### config.mk
export PLATFORM = sky130hd
export DESIGN_NAME = tlut_sequencer_flat
export DESIGN_NICKNAME = d
export VERILOG_FILES = /design/src/rtl/tlut_sequencer_if.sv /design/src/rtl/tlut_sequencer.sv /design/src/flat_wrapper.sv
export SDC_FILE = /design/constraint.sdc
export NUM_CORES = 1
export LEC_CHECK = 0
export CORE_MARGIN = 10
export CORE_UTILIZATION = 25
export CTS_BUF_LIST = sky130_fd_sc_hd__clkbuf_8
export CTS_CLUSTER_SIZE = 24
export DETAILED_ROUTE_END_ITERATION = 7
export GPL_TIMING_DRIVEN = 1
export PLACE_DENSITY_LB_ADDON = 0.08
export SYNTH_ARGS = -nofsm -noshare
export SYNTH_HDL_FRONTEND = slang
export SYNTH_SLANG_ARGS = --single-unit
### constraint.sdc
create_clock -name clk -period 3.1 [get_ports clk]
set_input_delay 0.775 -clock clk [delete_from_list [all_inputs] [get_ports clk]]
set_output_delay 0.775 -clock clk [all_outputs]
set_load 0.01 [all_outputs]
### src/rtl/tlut_sequencer_if.sv
// ---------------------------------------------------------------------------
// tlut_sequencer_if
// Purpose : bundles the two handshakes of the T-LUT sequencer: the operand
//           input channel (valid/ready + activations + weights) and the
//           result output channel (valid/ready + captured result vector).
// Ports   : in_valid/in_act/in_wgt   producer -> sequencer
//           in_ready                 sequencer -> producer
//           out_valid/out_result     sequencer -> consumer
//           out_ready                consumer  -> sequencer
// Modports: master = the environment around the sequencer,
//           slave  = the sequencer itself.
// ---------------------------------------------------------------------------
interface tlut_sequencer_if #(
  parameter int INPUT_WIDTH  = 4,
  parameter int WEIGHT_WIDTH = 8,
  parameter int DIM_A        = 4,
  parameter int DIM_C        = 4,
  parameter int ACC_WIDTH    = 16,
  parameter int DIM_MULT     = 16
);
  logic                             in_valid;
  logic                             in_ready;
  logic [DIM_A*INPUT_WIDTH-1:0]     in_act;
  logic [DIM_C*WEIGHT_WIDTH-1:0]    in_wgt;
  logic                             out_valid;
  logic                             out_ready;
  logic [DIM_MULT*ACC_WIDTH-1:0]    out_result;

  modport master (
    output in_valid, in_act, in_wgt, out_ready,
    input  in_ready, out_valid, out_result
  );

  modport slave (
    input  in_valid, in_act, in_wgt, out_ready,
    output in_ready, out_valid, out_result
  );
endinterface

### src/rtl/tlut_sequencer.sv
// ---------------------------------------------------------------------------
// tlut_sequencer
// Purpose : drives one temporal-LUT SIMD cell through a full window.
//           An accepted operand set is latched onto the cell inputs, the
//           cell is given one LOAD cycle to settle, then enabled for exactly
//           N = 2^INPUT_WIDTH cycles, then left for TREE_LAT cycles while
//           its adder tree drains.  The cell's accumulated products are
//           captured on the final drain edge and offered on the output
//           handshake until consumed.
// Ports   : clk, rst_n          single rising-edge clock, async active-low reset
//           bus_if (slave)      operand input and result output handshakes
//           cell_enable         registered enable into the SIMD cell
//           cell_input_bin      latched activations into the cell
//           cell_weight_bin     latched weights into the cell
//           cell_mult           accumulated products returned by the cell
//           busy                high whenever the sequencer is not IDLE
//           perf_ops/perf_stall only with TLUT_SEQ_PERF_EN defined:
//                               saturating counts of completed output
//                               handshakes and of stalled HOLD cycles
// Config  : `define TLUT_SEQ_PERF_EN to add the performance counters.
// ---------------------------------------------------------------------------
module tlut_sequencer #(
  parameter int INPUT_WIDTH  = 4,
  parameter int WEIGHT_WIDTH = 8,
  parameter int DIM_A        = 4,
  parameter int DIM_C        = 4,
  parameter int ACC_WIDTH    = 16,
  parameter int DIM_MULT     = 16,
  parameter int TREE_LAT     = 3
) (
  input  logic                           clk,
  input  logic                           rst_n,
  tlut_sequencer_if.slave                bus_if,
  output logic                           cell_enable,
  output logic [DIM_A*INPUT_WIDTH-1:0]   cell_input_bin,
  output logic [DIM_C*WEIGHT_WIDTH-1:0]  cell_weight_bin,
  input  logic [DIM_MULT*ACC_WIDTH-1:0]  cell_mult,
  output logic                           busy
`ifdef TLUT_SEQ_PERF_EN
  ,
  output logic [15:0]                    perf_ops,
  output logic [15:0]                    perf_stall
`endif
);

  localparam int N     = 1 << INPUT_WIDTH;
  localparam int CNT_W = INPUT_WIDTH + 1;
  localparam int ACT_W = DIM_A * INPUT_WIDTH;
  localparam int WGT_W = DIM_C * WEIGHT_WIDTH;
  localparam int RES_W = DIM_MULT * ACC_WIDTH;

  localparam logic [CNT_W-1:0] RUN_LAST   = CNT_W'(N - 1);
  // TREE_LAT is limited to 1..8, so a 4-bit drain counter always suffices.
  localparam logic [3:0]       DRAIN_LAST = 4'(TREE_LAT - 1);

  typedef enum logic [2:0] {
    IDLE,
    LOAD,
    RUN,
    DRAIN,
    HOLD
  } state_e;

  state_e             state_q, state_d;
  logic [CNT_W-1:0]   run_cnt_q, run_cnt_d;
  logic [3:0]         drain_cnt_q, drain_cnt_d;
  logic               cell_enable_q, cell_enable_d;
  logic [ACT_W-1:0]   act_q, act_d;
  logic [WGT_W-1:0]   wgt_q, wgt_d;
  logic [RES_W-1:0]   result_q, result_d;

  logic               in_ready_c;
  logic               out_valid_c;
  logic               busy_c;
  logic               in_fire;
  logic               out_fire;
  logic               run_done;
  logic               drain_done;

  assign in_fire    = bus_if.in_valid && in_ready_c;
  assign out_fire   = out_valid_c && bus_if.out_ready;
  assign run_done   = (run_cnt_q == RUN_LAST);
  assign drain_done = (drain_cnt_q == DRAIN_LAST);

  // State register.
  always_ff @(posedge clk or negedge rst_n) begin
    if (!rst_n) begin
      state_q <= IDLE;
    end else begin
      state_q <= state_d;
    end
  end

  // Next-state logic: LOAD is a single settle cycle, RUN and DRAIN leave on
  // their counters, HOLD leaves only on a completed output handshake.
  always_comb begin
    state_d = state_q;
    case (state_q)
      IDLE:    if (in_fire)    state_d = LOAD;
      LOAD:                    state_d = RUN;
      RUN:     if (run_done)   state_d = DRAIN;
      DRAIN:   if (drain_done) state_d = HOLD;
      HOLD:    if (out_fire)   state_d = IDLE;
      default:                 state_d = IDLE;
    endcase
  end

  // Output decode: handshake flags depend only on the current state, so the
  // input handshake never forms a combinational path from in_valid.
  always_comb begin
    in_ready_c  = 1'b0;
    out_valid_c = 1'b0;
    busy_c      = 1'b1;
    case (state_q)
      IDLE: begin
        in_ready_c = 1'b1;
        busy_c     = 1'b0;
      end
      HOLD:    out_valid_c = 1'b1;
      default: ;
    endcase
  end

  // Datapath next values.  The enable is computed from the next state so it
  // is a clean register output that is high exactly during RUN.
  always_comb begin
    run_cnt_d     = run_cnt_q;
    drain_cnt_d   = drain_cnt_q;
    act_d         = act_q;
    wgt_d         = wgt_q;
    result_d      = result_q;
    cell_enable_d = (state_d == RUN);

    if (in_fire) begin
      act_d = bus_if.in_act;
      wgt_d = bus_if.in_wgt;
    end

    if (state_q == RUN) begin
      run_cnt_d = run_done ? '0 : run_cnt_q + CNT_W'(1);
    end

    if (state_q == DRAIN) begin
      drain_cnt_d = drain_done ? 4'd0 : drain_cnt_q + 4'd1;
      if (drain_done) begin
        result_d = cell_mult;
      end
    end
  end

  // Datapath registers.
  always_ff @(posedge clk or negedge rst_n) begin
    if (!rst_n) begin
      run_cnt_q     <= '0;
      drain_cnt_q   <= 4'd0;
      cell_enable_q <= 1'b0;
      act_q         <= '0;
      wgt_q         <= '0;
      result_q      <= '0;
    end else begin
      run_cnt_q     <= run_cnt_d;
      drain_cnt_q   <= drain_cnt_d;
      cell_enable_q <= cell_enable_d;
      act_q         <= act_d;
      wgt_q         <= wgt_d;
      result_q      <= result_d;
    end
  end

  assign bus_if.in_ready   = in_ready_c;
  assign bus_if.out_valid  = out_valid_c;
  assign bus_if.out_result = result_q;
  assign busy              = busy_c;
  assign cell_enable       = cell_enable_q;
  assign cell_input_bin    = act_q;
  assign cell_weight_bin   = wgt_q;

`ifdef TLUT_SEQ_PERF_EN
  logic [15:0] ops_q, ops_d;
  logic [15:0] stall_q, stall_d;

  // Saturating counters: completed output handshakes and stalled HOLD cycles.
  always_comb begin
    ops_d   = ops_q;
    stall_d = stall_q;
    if (out_fire && (ops_q != 16'hFFFF)) begin
      ops_d = ops_q + 16'd1;
    end
    if (out_valid_c && !bus_if.out_ready && (stall_q != 16'hFFFF)) begin
      stall_d = stall_q + 16'd1;
    end
  end

  always_ff @(posedge clk or negedge rst_n) begin
    if (!rst_n) begin
      ops_q   <= 16'd0;
      stall_q <= 16'd0;
    end else begin
      ops_q   <= ops_d;
      stall_q <= stall_d;
    end
  end

  assign perf_ops   = ops_q;
  assign perf_stall = stall_q;
`endif

endmodule

### src/flat_wrapper.sv
// flat-port wrapper written by rule: the top's interface ports become plain ports
module tlut_sequencer_flat 
#(
  parameter int INPUT_WIDTH  = 4,
  parameter int WEIGHT_WIDTH = 8,
  parameter int DIM_A        = 4,
  parameter int DIM_C        = 4,
  parameter int ACC_WIDTH    = 16,
  parameter int DIM_MULT     = 16,
  parameter int TREE_LAT     = 3
)
  (clk, rst_n, cell_enable, cell_input_bin, cell_weight_bin, cell_mult, busy, bus_if_in_valid, bus_if_in_act, bus_if_in_wgt, bus_if_out_ready, bus_if_in_ready, bus_if_out_valid, bus_if_out_result);
  tlut_sequencer_if #(.INPUT_WIDTH(INPUT_WIDTH), .WEIGHT_WIDTH(WEIGHT_WIDTH), .DIM_A(DIM_A), .DIM_C(DIM_C), .ACC_WIDTH(ACC_WIDTH), .DIM_MULT(DIM_MULT)) bus_if_i ();
  input  logic clk;
  input  logic rst_n;
  output logic cell_enable;
  output logic [DIM_A*INPUT_WIDTH-1:0] cell_input_bin;
  output logic [DIM_C*WEIGHT_WIDTH-1:0] cell_weight_bin;
  input  logic [DIM_MULT*ACC_WIDTH-1:0] cell_mult;
  output logic busy;
  input wire logic [$bits(bus_if_i.in_valid)-1:0] bus_if_in_valid;
  input wire logic [$bits(bus_if_i.in_act)-1:0] bus_if_in_act;
  input wire logic [$bits(bus_if_i.in_wgt)-1:0] bus_if_in_wgt;
  input wire logic [$bits(bus_if_i.out_ready)-1:0] bus_if_out_ready;
  output wire logic [$bits(bus_if_i.in_ready)-1:0] bus_if_in_ready;
  output wire logic [$bits(bus_if_i.out_valid)-1:0] bus_if_out_valid;
  output wire logic [$bits(bus_if_i.out_result)-1:0] bus_if_out_result;
  assign bus_if_i.in_valid = bus_if_in_valid;
  assign bus_if_i.in_act = bus_if_in_act;
  assign bus_if_i.in_wgt = bus_if_in_wgt;
  assign bus_if_i.out_ready = bus_if_out_ready;
  assign bus_if_in_ready = bus_if_i.in_ready;
  assign bus_if_out_valid = bus_if_i.out_valid;
  assign bus_if_out_result = bus_if_i.out_result;
  tlut_sequencer #(.INPUT_WIDTH(INPUT_WIDTH), .WEIGHT_WIDTH(WEIGHT_WIDTH), .DIM_A(DIM_A), .DIM_C(DIM_C), .ACC_WIDTH(ACC_WIDTH), .DIM_MULT(DIM_MULT), .TREE_LAT(TREE_LAT)) u_core (.clk(clk), .rst_n(rst_n), .bus_if(bus_if_i), .cell_enable(cell_enable), .cell_input_bin(cell_input_bin), .cell_weight_bin(cell_weight_bin), .cell_mult(cell_mult), .busy(busy));
endmodule
==> results of run 1 <==
[layer usage]
metal / up-vias / share of wire [%] / GRT usage (%)
met5: - / 0.11 / 0
met3: 68 / 11 / 7.63
met1: 4209 / 37 / 16.6
li1: 3827 / - / -
met2: 335 / 51 / 26.8
met4: 8 / 1.6 / 3.73
[how the worst max path moves through the flow]
stage,from,to,slack (ps),cells past startpoint
2_1_floorplan,u_core.state_q[0],u_core.cell_weight_bin[11],1220,5
3_3_place_gp,u_core.state_q[0],bus_if_in_ready,840,3
3_5_place_dp,u_core.state_q[2],u_core.bus_if.out_result[91],850,5
4_1_cts,u_core.state_q[0],bus_if_in_ready,100,3
5_1_grt,u_core.state_q[0],bus_if_out_valid,80,3
6_report,u_core.state_q[0],bus_if_in_ready,230,3
[state kept, by name (all words and copies together) (netlist names)]
signal / flops
u_core.bus_if.out_result: 256
u_core.cell_enable: 1
u_core.cell_input_bin: 16
u_core.cell_weight_bin: 32
u_core.drain_cnt_q: 4
u_core.run_cnt_q: 5
u_core.state_q: 3
[final cells by class]
cell class	count	area share, %
multi-input cells	349	21.5
clock inverters	27	0.605
repair buffers	639	30.7
flip-flops and latches	317	37.6
clock buffers	82	5.35
well taps	680	4.04
inverters	3	0.0534
diodes	6	0.0712
[cell usage after synthesis, drive strengths merged, types with 2 or more instances]
master / n / area [µm²]
dfrtp: 317 / 7930
mux2: 304 / 4250
buf: 35 / 362
nand2: 8 / 30.0
inv: 3 / 11.3
nor3: 3 / 15.0
o21ai: 3 / 15.0
xnor2: 3 / 26.3
a21oi: 2 / 10.0
and2: 2 / 12.5
nand2b: 2 / 12.5
nand3: 2 / 10.0
nor2: 2 / 7.51
[cell usage in the layout, fill, tap and decap left out, types with 6 or more instances in the layout]
| master | n |
|---|---|
| sky130_fd_sc_hd__buf_4 | 13 |
| sky130_fd_sc_hd__inv_1 | 23 |
| sky130_fd_sc_hd__diode_2 | 6 |
| sky130_fd_sc_hd__clkdlybuf4s50_1 | 614 |
| sky130_fd_sc_hd__buf_12 | 11 |
| sky130_fd_sc_hd__nand2_1 | 8 |
| sky130_fd_sc_hd__clkbuf_8 | 82 |
| sky130_fd_sc_hd__dfrtp_1 | 317 |
| sky130_fd_sc_hd__mux2_2 | 85 |
| sky130_fd_sc_hd__mux2_4 | 219 |
[power by group through the flow]
stage               logic (µW)  registers, µW  clock network, µW
floorplan                 3260           8350                  0
global placement         10100           7420                  0
detailed placement       10100           7460                  0
CTS                      10200           7440               4410
global route             10500           7710               4610
finish                    9950           7420               4190
[through the flow]
step / instances / worst slack [ps] / total power [µW] / cell area (µm²) / hold WS [ps]
final: 2103 / 229 / 21500 / 21100 / 74.8
after global routing: 2099 / 75.3 / 22800 / 21100 / 80.2
after CTS: 2097 / 101 / 22000 / 21100 / 72.8
after detailed placement: 1988 / 851 / 17600 / 19800 / 489
after global placement: 1988 / 840 / 17600 / 19800 / 480
after floorplan: 704 / 1220 / 11600 / 12800 / 461
[logic make-up (layout without fill, tap and decap cells)]
kind of cell	Yosys count	in the layout	share of synthesized area (%)
other cells	0	6	0
buf+inv	38	751	2.90
mux	305	305	33.1
simple gates	30	30	1.39
xor+xnor	3	3	0.205
fa+ha+maj	1	1	0.0974
flops	317	317	61.8
compound gates	10	10	0.516
[worst max-delay path, stage by stage (launching register included)]
cell,delay [ps]
sky130_fd_sc_hd__dfrtp_1,450
sky130_fd_sc_hd__nor3_1,280
sky130_fd_sc_hd__buf_4,190
sky130_fd_sc_hd__clkdlybuf4s50_1,540
==> impl_metrics.env, run 1 <==
export IMPL_skew_ps=19.1
export IMPL_syn_inst=704
export IMPL_grt_setup_unrepaired="no"
export IMPL_drt_wl_total_um=48900
export IMPL_drt_pass1_iter_count=4
export IMPL_grt_max_degree=74
export IMPL_critical_path_arrival_ps=2100
export IMPL_clk_root_buffer_cell="sky130_fd_sc_hd__clkbuf_8"
export IMPL_worstMarginPinSlew_ps=663
export IMPL_final_core_utilization_pct=41.3
export IMPL_number_of_top_level_design_ports=616
export IMPL_drt_antenna_violating_nets=0
export IMPL_crit_path_end_kind="output port"
export IMPL_floorplan_die_width_um=247
export IMPL_die_area_um2=60800
export IMPL_synth_lib_cells_used_distinct=35
export IMPL_switching_share_pct=30.6
export IMPL_vdd_drop_max_v=0.000467
export IMPL_reg_to_reg_critical_path_endpoint="u_core.bus_if.out_result[91]"
export IMPL_gp_routability_congestion=0.746
export IMPL_fmax_mhz=348
export IMPL_setup_tns_final_ps=0
export IMPL_fin_crit_ps=2870
export IMPL_per_instance_average_area_after_synthesis_um2=18.2
export IMPL_synthToLayoutAreaGrowth_pct=64.2
export IMPL_share_of_layout_cells_above_drive_strength_1_pct=29.8
export IMPL_avgRoutedWirePerCell_um=23.3
export IMPL_grt_antenna_before_repair=8
export IMPL_max_cap_violations=0
export IMPL_share_clk_of_total_power_pct=19.4
export IMPL_post_cts_buffers=0
export IMPL_rr_startpoint="u_core.state_q[2]"
export IMPL_seqPwrFrac_pct=34.4
export IMPL_final_setup_viol_count=0
export IMPL_io_buffer_count=615
export IMPL_static_leakage_power_uw=0.00894
export IMPL_setup_reg_to_reg_worst_slack_ps=860
export IMPL_grt_overflow_total=0
export IMPL_first_iter_violations=315
export IMPL_outcome="completed"
export IMPL_cts_sink_count=317
export IMPL_hold_violations=0
export IMPL_dpl_hpwl_um=37900
export IMPL_finalNetCount=1679
export IMPL_timing_setup_critical_path_class="reg2out"
export IMPL_relative_slew_slack_pct=55.8
export IMPL_design_core_area_um2=51100
export IMPL_synth_edf_count=0
export IMPL_synth_async_sr_flop_share_pct=100
export IMPL_power_report_internal_total_uw=15000
export IMPL_ys_flop_type="sky130_fd_sc_hd__dfrtp_1"
export IMPL_post_synth_instance_area_um2=12800
export IMPL_critPathLaunchType="register"
export IMPL_clk_path_buf_depth=3
export IMPL_ys_seq_area_share_pct=61.8
export IMPL_regArea_um2=7930
export IMPL_grt_usage_pct=15.5
export IMPL_powerDensity_nw_per_um2=1020
export IMPL_number_of_buffers_created_by_cts=60
export IMPL_cts_resized=0
export IMPL_yosys_warnings=0
export IMPL_worst_skew_pair_late_latency_ps=640
export IMPL_dieHeight_um=247
export IMPL_fillCellCount=4834
export IMPL_floorplan_rows=83
export IMPL_cts_tree="yes"
export IMPL_final_slew_viol_count=0
export IMPL_worstPathRequired_ps=2320
export IMPL_timing_final_crit_share_pct=92.6
export IMPL_pwr_share_comb_pct=46.2
export IMPL_multi_input_comb_area_um2=4540
export IMPL_postSynthNetCount=1013
export IMPL_detailroute_via_count=8447
export IMPL_r2r_cells=5
export IMPL_cts_clk_slew_worst_paths_ps=60
export IMPL_net_switching_power_uw=6590
export IMPL_grt_pass1_vias=9411
export IMPL_cts_htree_levels=2
export IMPL_post_route_drc_count=0
export IMPL_postCtsHoldBufs=0
export IMPL_initial_utilization_pct=25.1
export IMPL_worstPathMaxFanout=9
export IMPL_hold_class="in2async"
export IMPL_synth_ff_latch_count=317
export IMPL_grt_first_pass_wirelength_um=69300
export IMPL_vias_per_cell=4.02
Note: power is estimated with default switching activity, not from simulation.
==> inputs of run 2 (changes only) <==
Settings changed: REMOVE_ABC_BUFFERS from default to 1, SETUP_SLACK_MARGIN from default to 0.02.
==> run 2 against run 1 <==
Against the previous run: clock skew shrank 4.3 ps; sequential power barely moved; design area shrank 0.64%; largest power group unchanged; register-to-register slack got worse by 60 ps; sequential share of layout area grew 0.24 points; hold slack gained 4.5 ps; highest routed layer unchanged; critical path type unchanged; flip-flop and latch count stayed put; combinational power fell by 0.7%.
==> impl_metrics.env, run 2 (synthesized netlist as in run 1, its figures left out) <==
export IMPL_outcome="completed"
export IMPL_worstMarginPinSlew_ps=647
export IMPL_gp_routability_congestion=0.717
export IMPL_timing_setup_critical_path_class="reg2out"
export IMPL_dieHeight_um=247
export IMPL_skew_ps=14.8
export IMPL_vias_per_cell=3.98
export IMPL_grt_usage_pct=15.1
export IMPL_worst_skew_pair_late_latency_ps=640
export IMPL_final_slew_viol_count=0
export IMPL_worstPathMaxFanout=9
export IMPL_synthToLayoutAreaGrowth_pct=63.1
export IMPL_number_of_buffers_created_by_cts=60
export IMPL_drt_antenna_violating_nets=0
export IMPL_grt_setup_unrepaired="no"
export IMPL_fillCellCount=4884
export IMPL_vdd_drop_max_v=0.000416
export IMPL_critical_path_slowest_cell="sky130_fd_sc_hd__clkdlybuf4s50_1"
export IMPL_critPathLaunchType="register"
export IMPL_finalNetCount=1675
export IMPL_setup_tns_final_ps=0
export IMPL_cts_clk_slew_worst_paths_ps=60
export IMPL_fin_crit_ps=2830
export IMPL_static_leakage_power_uw=0.00890
export IMPL_fmax_mhz=353
export IMPL_crit_chain="nor3_4 > clkdlybuf4s50_1"
export IMPL_max_cap_violations=0
export IMPL_critical_path_max_stage_delay_ps=610
export IMPL_powerDensity_nw_per_um2=1020
export IMPL_initial_utilization_pct=25.1
export IMPL_floorplan_rows=83
export IMPL_cts_sink_count=317
export IMPL_share_of_layout_cells_above_drive_strength_1_pct=29.0
export IMPL_avgRoutedWirePerCell_um=22.8
export IMPL_crit_path_end_kind="output port"
export IMPL_dpl_hpwl_um=36400
export IMPL_io_buffer_count=615
export IMPL_post_cts_buffers=0
export IMPL_hold_violations=0
export IMPL_cts_tree="yes"
export IMPL_grt_overflow_total=0
export IMPL_clk_root_buffer_cell="sky130_fd_sc_hd__clkbuf_8"
export IMPL_grt_antenna_before_repair=7
export IMPL_total_buffers_and_inverters_traversed_by_the_critical_path=1
export IMPL_hold_class="in2async"
export IMPL_critical_path_depth=2
export IMPL_largest_register_ffs=256
export IMPL_r2r_cells=4
export IMPL_relative_slew_slack_pct=56.9
export IMPL_cts_htree_levels=2
export IMPL_drt_wl_total_um=47800
export IMPL_critical_path_arrival_ps=2060
export IMPL_critPathTopFamily="buffers and inverters"
export IMPL_design_core_area_um2=51100
export IMPL_timing_final_crit_share_pct=91.4
export IMPL_final_setup_viol_count=0
export IMPL_worstPathRequired_ps=2320
export IMPL_drt_pass1_iter_count=4
export IMPL_grt_max_degree=70
export IMPL_floorplan_die_width_um=247
export IMPL_post_route_drc_count=0
export IMPL_grt_pass1_vias=9314
export IMPL_layout_cells_most_common="sky130_fd_sc_hd__clkdlybuf4s50_1"
export IMPL_layout_common_cells="sky130_fd_sc_hd__clkdlybuf4s50_1, sky130_fd_sc_hd__dfrtp_1, sky130_fd_sc_hd__mux2_4"
export IMPL_die_area_um2=60800
export IMPL_first_iter_violations=309
export IMPL_holdWs_ps=79.3
export IMPL_detailroute_via_count=8338
export IMPL_number_of_top_level_design_ports=616
export IMPL_clk_path_buf_depth=3
export IMPL_grt_first_pass_wirelength_um=67500
[run 2: cell count changes in the layout (fill, tap and decap cells not counted), sizes merged]
cell      delta
diode        -3
buf          -4
clkbuf       -7
clkinvlp     -2
clkinv       +1
inv          +8
[run 2: area by class of cell]
class	count	area (µm²)	area share, %
Clock inverter	34	140	0.669
Antenna cell	3	7.51	0.0358
Sequential cell	317	7930	37.9
Tap cell	680	851	4.06
Inverter	3	11.3	0.0538
Clock buffer	75	1030	4.93
Multi-Input combinational cell	349	4550	21.7
Timing Repair Buffer	635	6420	30.7
[run 2: path summary, 6_finish.rpt]
path,from,slack (ps),end
setup / recovery,u_core.state_q[0],270,bus_if_in_ready
hold / removal,rst_n,80,u_core.bus_if.out_result[160]
setup reg to reg,u_core.state_q[2],800,u_core.bus_if.out_result[231]
hold reg to reg,u_core.cell_weight_bin[12],500,u_core.cell_weight_bin[12]
max in group asynchronous,rst_n,2130,u_core.bus_if.out_result[144]
min in group clk,u_core.cell_weight_bin[12],500,u_core.cell_weight_bin[12]
[run 2: per-stage QoR]
stage	cells	instance area, µm²	total power [µW]	setup WS [ps]	util, %
4_1_cts	2093	20900	21800	20.9	41.0
3_5_place_dp	1984	19800	17500	506	38.7
6_report	2096	21000	21300	268	41.0
3_3_place_gp	1984	19800	17500	539	38.7
2_1_floorplan	669	12500	11600	-970	-
5_1_grt	2095	20900	22500	91.8	41.0
[run 2: worst reg2reg max path, stage by stage, from the launching register on]
cell and delay, ps:
sky130_fd_sc_hd__dfrtp_1 460, sky130_fd_sc_hd__and3b_1 360, sky130_fd_sc_hd__and3_4 510, sky130_fd_sc_hd__buf_12 430, sky130_fd_sc_hd__mux2_2 420
[run 2: layer usage]
layer / wire length [µm] / GRT usage [%] / up-vias
li1: - / - / 3808
met1: 16900 / 15.8 / 4161
met2: 25500 / 27.2 / 294
met3: 4320 / 6.27 / 67
met4: 960 / 4.67 / 8
met5: 57 / 0 / -
[run 2: where the power goes]
group          total, µW  switching (µW)  leakage (µW)  internal [µW]
Sequential          7420            1170       0.00372           6250
Combinational       9880            3530       0.00448           6350
Clock               3970            1820      0.000710           2160
Total              21300            6510       0.00890          14800
[run 2: repair_timing]
action / in CTS / in global routing
endpoints found under the setup margin: 2 / 1
hold buffers: 0 / 0
gates resized for setup: 1 / 1
==> patch: new RTL, config.mk and constraints of run 2 <==
`ACC_WIDTH` is set to 16 in 3 places; all go to 12.
--- a/src/rtl/tlut_sequencer_if.sv
+++ b/src/rtl/tlut_sequencer_if.sv
@@ -17,3 +17,3 @@
   parameter int DIM_C        = 4,
-  parameter int ACC_WIDTH    = 16,
+  parameter int ACC_WIDTH    = 12,
   parameter int DIM_MULT     = 16
--- a/src/rtl/tlut_sequencer.sv
+++ b/src/rtl/tlut_sequencer.sv
@@ -26,3 +26,3 @@
   parameter int DIM_C        = 4,
-  parameter int ACC_WIDTH    = 16,
+  parameter int ACC_WIDTH    = 12,
   parameter int DIM_MULT     = 16,
--- a/src/flat_wrapper.sv
+++ b/src/flat_wrapper.sv
@@ -7,3 +7,3 @@
   parameter int DIM_C        = 4,
-  parameter int ACC_WIDTH    = 16,
+  parameter int ACC_WIDTH    = 12,
   parameter int DIM_MULT     = 16,
Ports: changed (resized bus_if_out_result and cell_mult); port bits go from 616 to 488. The function was not compared with the original's and may differ.
==> patch against run 2 <==
  * Register-to-register slack is essentially flat
  * Global-route usage is 1.2 points lower
  * Largest power group unchanged
  * Via count down 19%
  * Combinational power is 22% lower
  * Total power fell by 20%
  * Clock power fell by 15%
  * First-iteration DRC count down 17%
  * Cell area decreased by 20%
  * Non-clock buffer count down 128
  * Routed wire length shrank 26%
  * Sequential cell count decreased by 64
  * Setup slack better by 100 ps
  * Critical endpoint is now bus_if_out_valid
  * Sequential share of layout area shrank 0.25 points
  * Synthesized area shrank 20%
==> patch: results (changes against run 2) <==
Timing
  – Post-layout min period: 2730 ps (-100 ps)
  – Slew @ Worst Pin: 636 ps (-11.1 ps)
  – Worst Clk Skew: 12.5 ps (-2.37 ps)

Final layout
  – Max reg flops: 192 (-25%)
  – Share of layout cells above drive strength 1: 29.4% (+0.40 points)
  – Layout Nets: 1346 (-20%)

Synthesis
  – Adder-cell share of the synthesized area: 0.122% (+0.025 points)
  – Synth cell count leaders: 253 x dfrtp_1, 169 x mux2_4, 71 x mux2_2
  – Post-synthesis compound-gate area fraction: 0.647% (+0.13 points)
  – Synth area leaders: dfrtp_1 62%, mux2_4 25%, mux2_2 7.8%, buf_6 2.1%, nand2_1 0.37%
  – Library cells used by synthesis: 33 (-5.7%)
  – Register area share after synthesis: 61.7% (about the same)
  – Post-synthesis mux area share: 32.5% (-0.59 points)

Worst setup path
  – Reg-to-Reg End: u_core.bus_if.out_result[28]
  – Worst reg2reg path startpoint: u_core.drain_cnt_q[0]
  – Crit Path Max Fanout: 10 (+1)
  – Worst path arrival time: 1960 ps (-100 ps)

Power and ir drop
  – Comb pwr: 7.67 mW (-22%)
  – Reg power frac: 35.0% (about the same)
  – Pwr/cell area: 1010 nW/um^2 (-0.62%)
  – Switching share of power: 29.9% (-0.68 points)
  – Static Leak: 7.64 nW (-14%)
  – Pwr Total: 17.0 mW (-20%)
  – VDD IR-drop max: 0.000517 V (+24%)

Global routing
  – Initial antenna violation count: 8 (+1)
  – First-pass GRT wire length: 52300 um (-22%)
  – Vias in the first global route: 7616 (-18%)
  – Met1 usage: 15.6% (-0.15 points)
  – Met2 Track Usage GR: 21.7% (-5.5 points)
  – Met3 usage: 8.73% (+2.5 points)
  – Overall routing resource usage: 13.9% (-1.2 points)

Route
  – Initial drt markers: 257 (-17%)
  – Metal1 wirelength: 14000 um (-18%)
  – DRT Wirelength: 35500 um (-26%)
  – Met2 wire length: 16500 um (-35%)
  – Vias: 6754 (-19%)

CTS
  – Worst skew pair latency: 600 ps (-40 ps)
  – Post-CTS Resized: 0 (-1)

Placed design
  – Dpl ws: 627 ps (+121 ps)
  – Number of I/O port buffers: 487 (-21%)
  – GPL Wtd Cong: 0.731 (+2.0%)
  – Detail Placement HPWL: 27100 um (-25%)

Run status
  – Status: completed
patch: changes by cell type after synthesis, sizes merged:
cell,delta
mux2i,-1
o21ai,+2
buf,-6
nand3b,+1
a21bo,-1
mux2,-64
dfrtp,-64
and2,-1
and3,-1
nand3,+1
nand2,+2
patch: worst max-delay path, cell delays in order (launching register included):
cell	delay (ps)
dfrtp_1	480
nor2_1	180
nand2_1	80
inv_1	70
clkdlybuf4s50_1	550
patch: per-stage QoR:
stage | setup TNS (ps) | instances | area (um^2) | hold WS (ps)
finish | 0 | 1674 | 16800 | 144
global route | 0 | 1672 | 16800 | 137
CTS | 0 | 1671 | 16800 | 114
detailed placement | 0 | 1582 | 15800 | 490
global placement | 0 | 1582 | 15800 | 480
floorplan | -602470 | 543 | 9980 | 461
patch: area by class of cell:
type	count	area [um^2]
inverter	3	11.3
multi-input combinational	287	3650
timing repair buffer	507	5150
sequential	253	6330
antenna	3	7.51
clock buffer	67	922
clock inverter	22	87.6
fill	3837	23900
tap	532	666
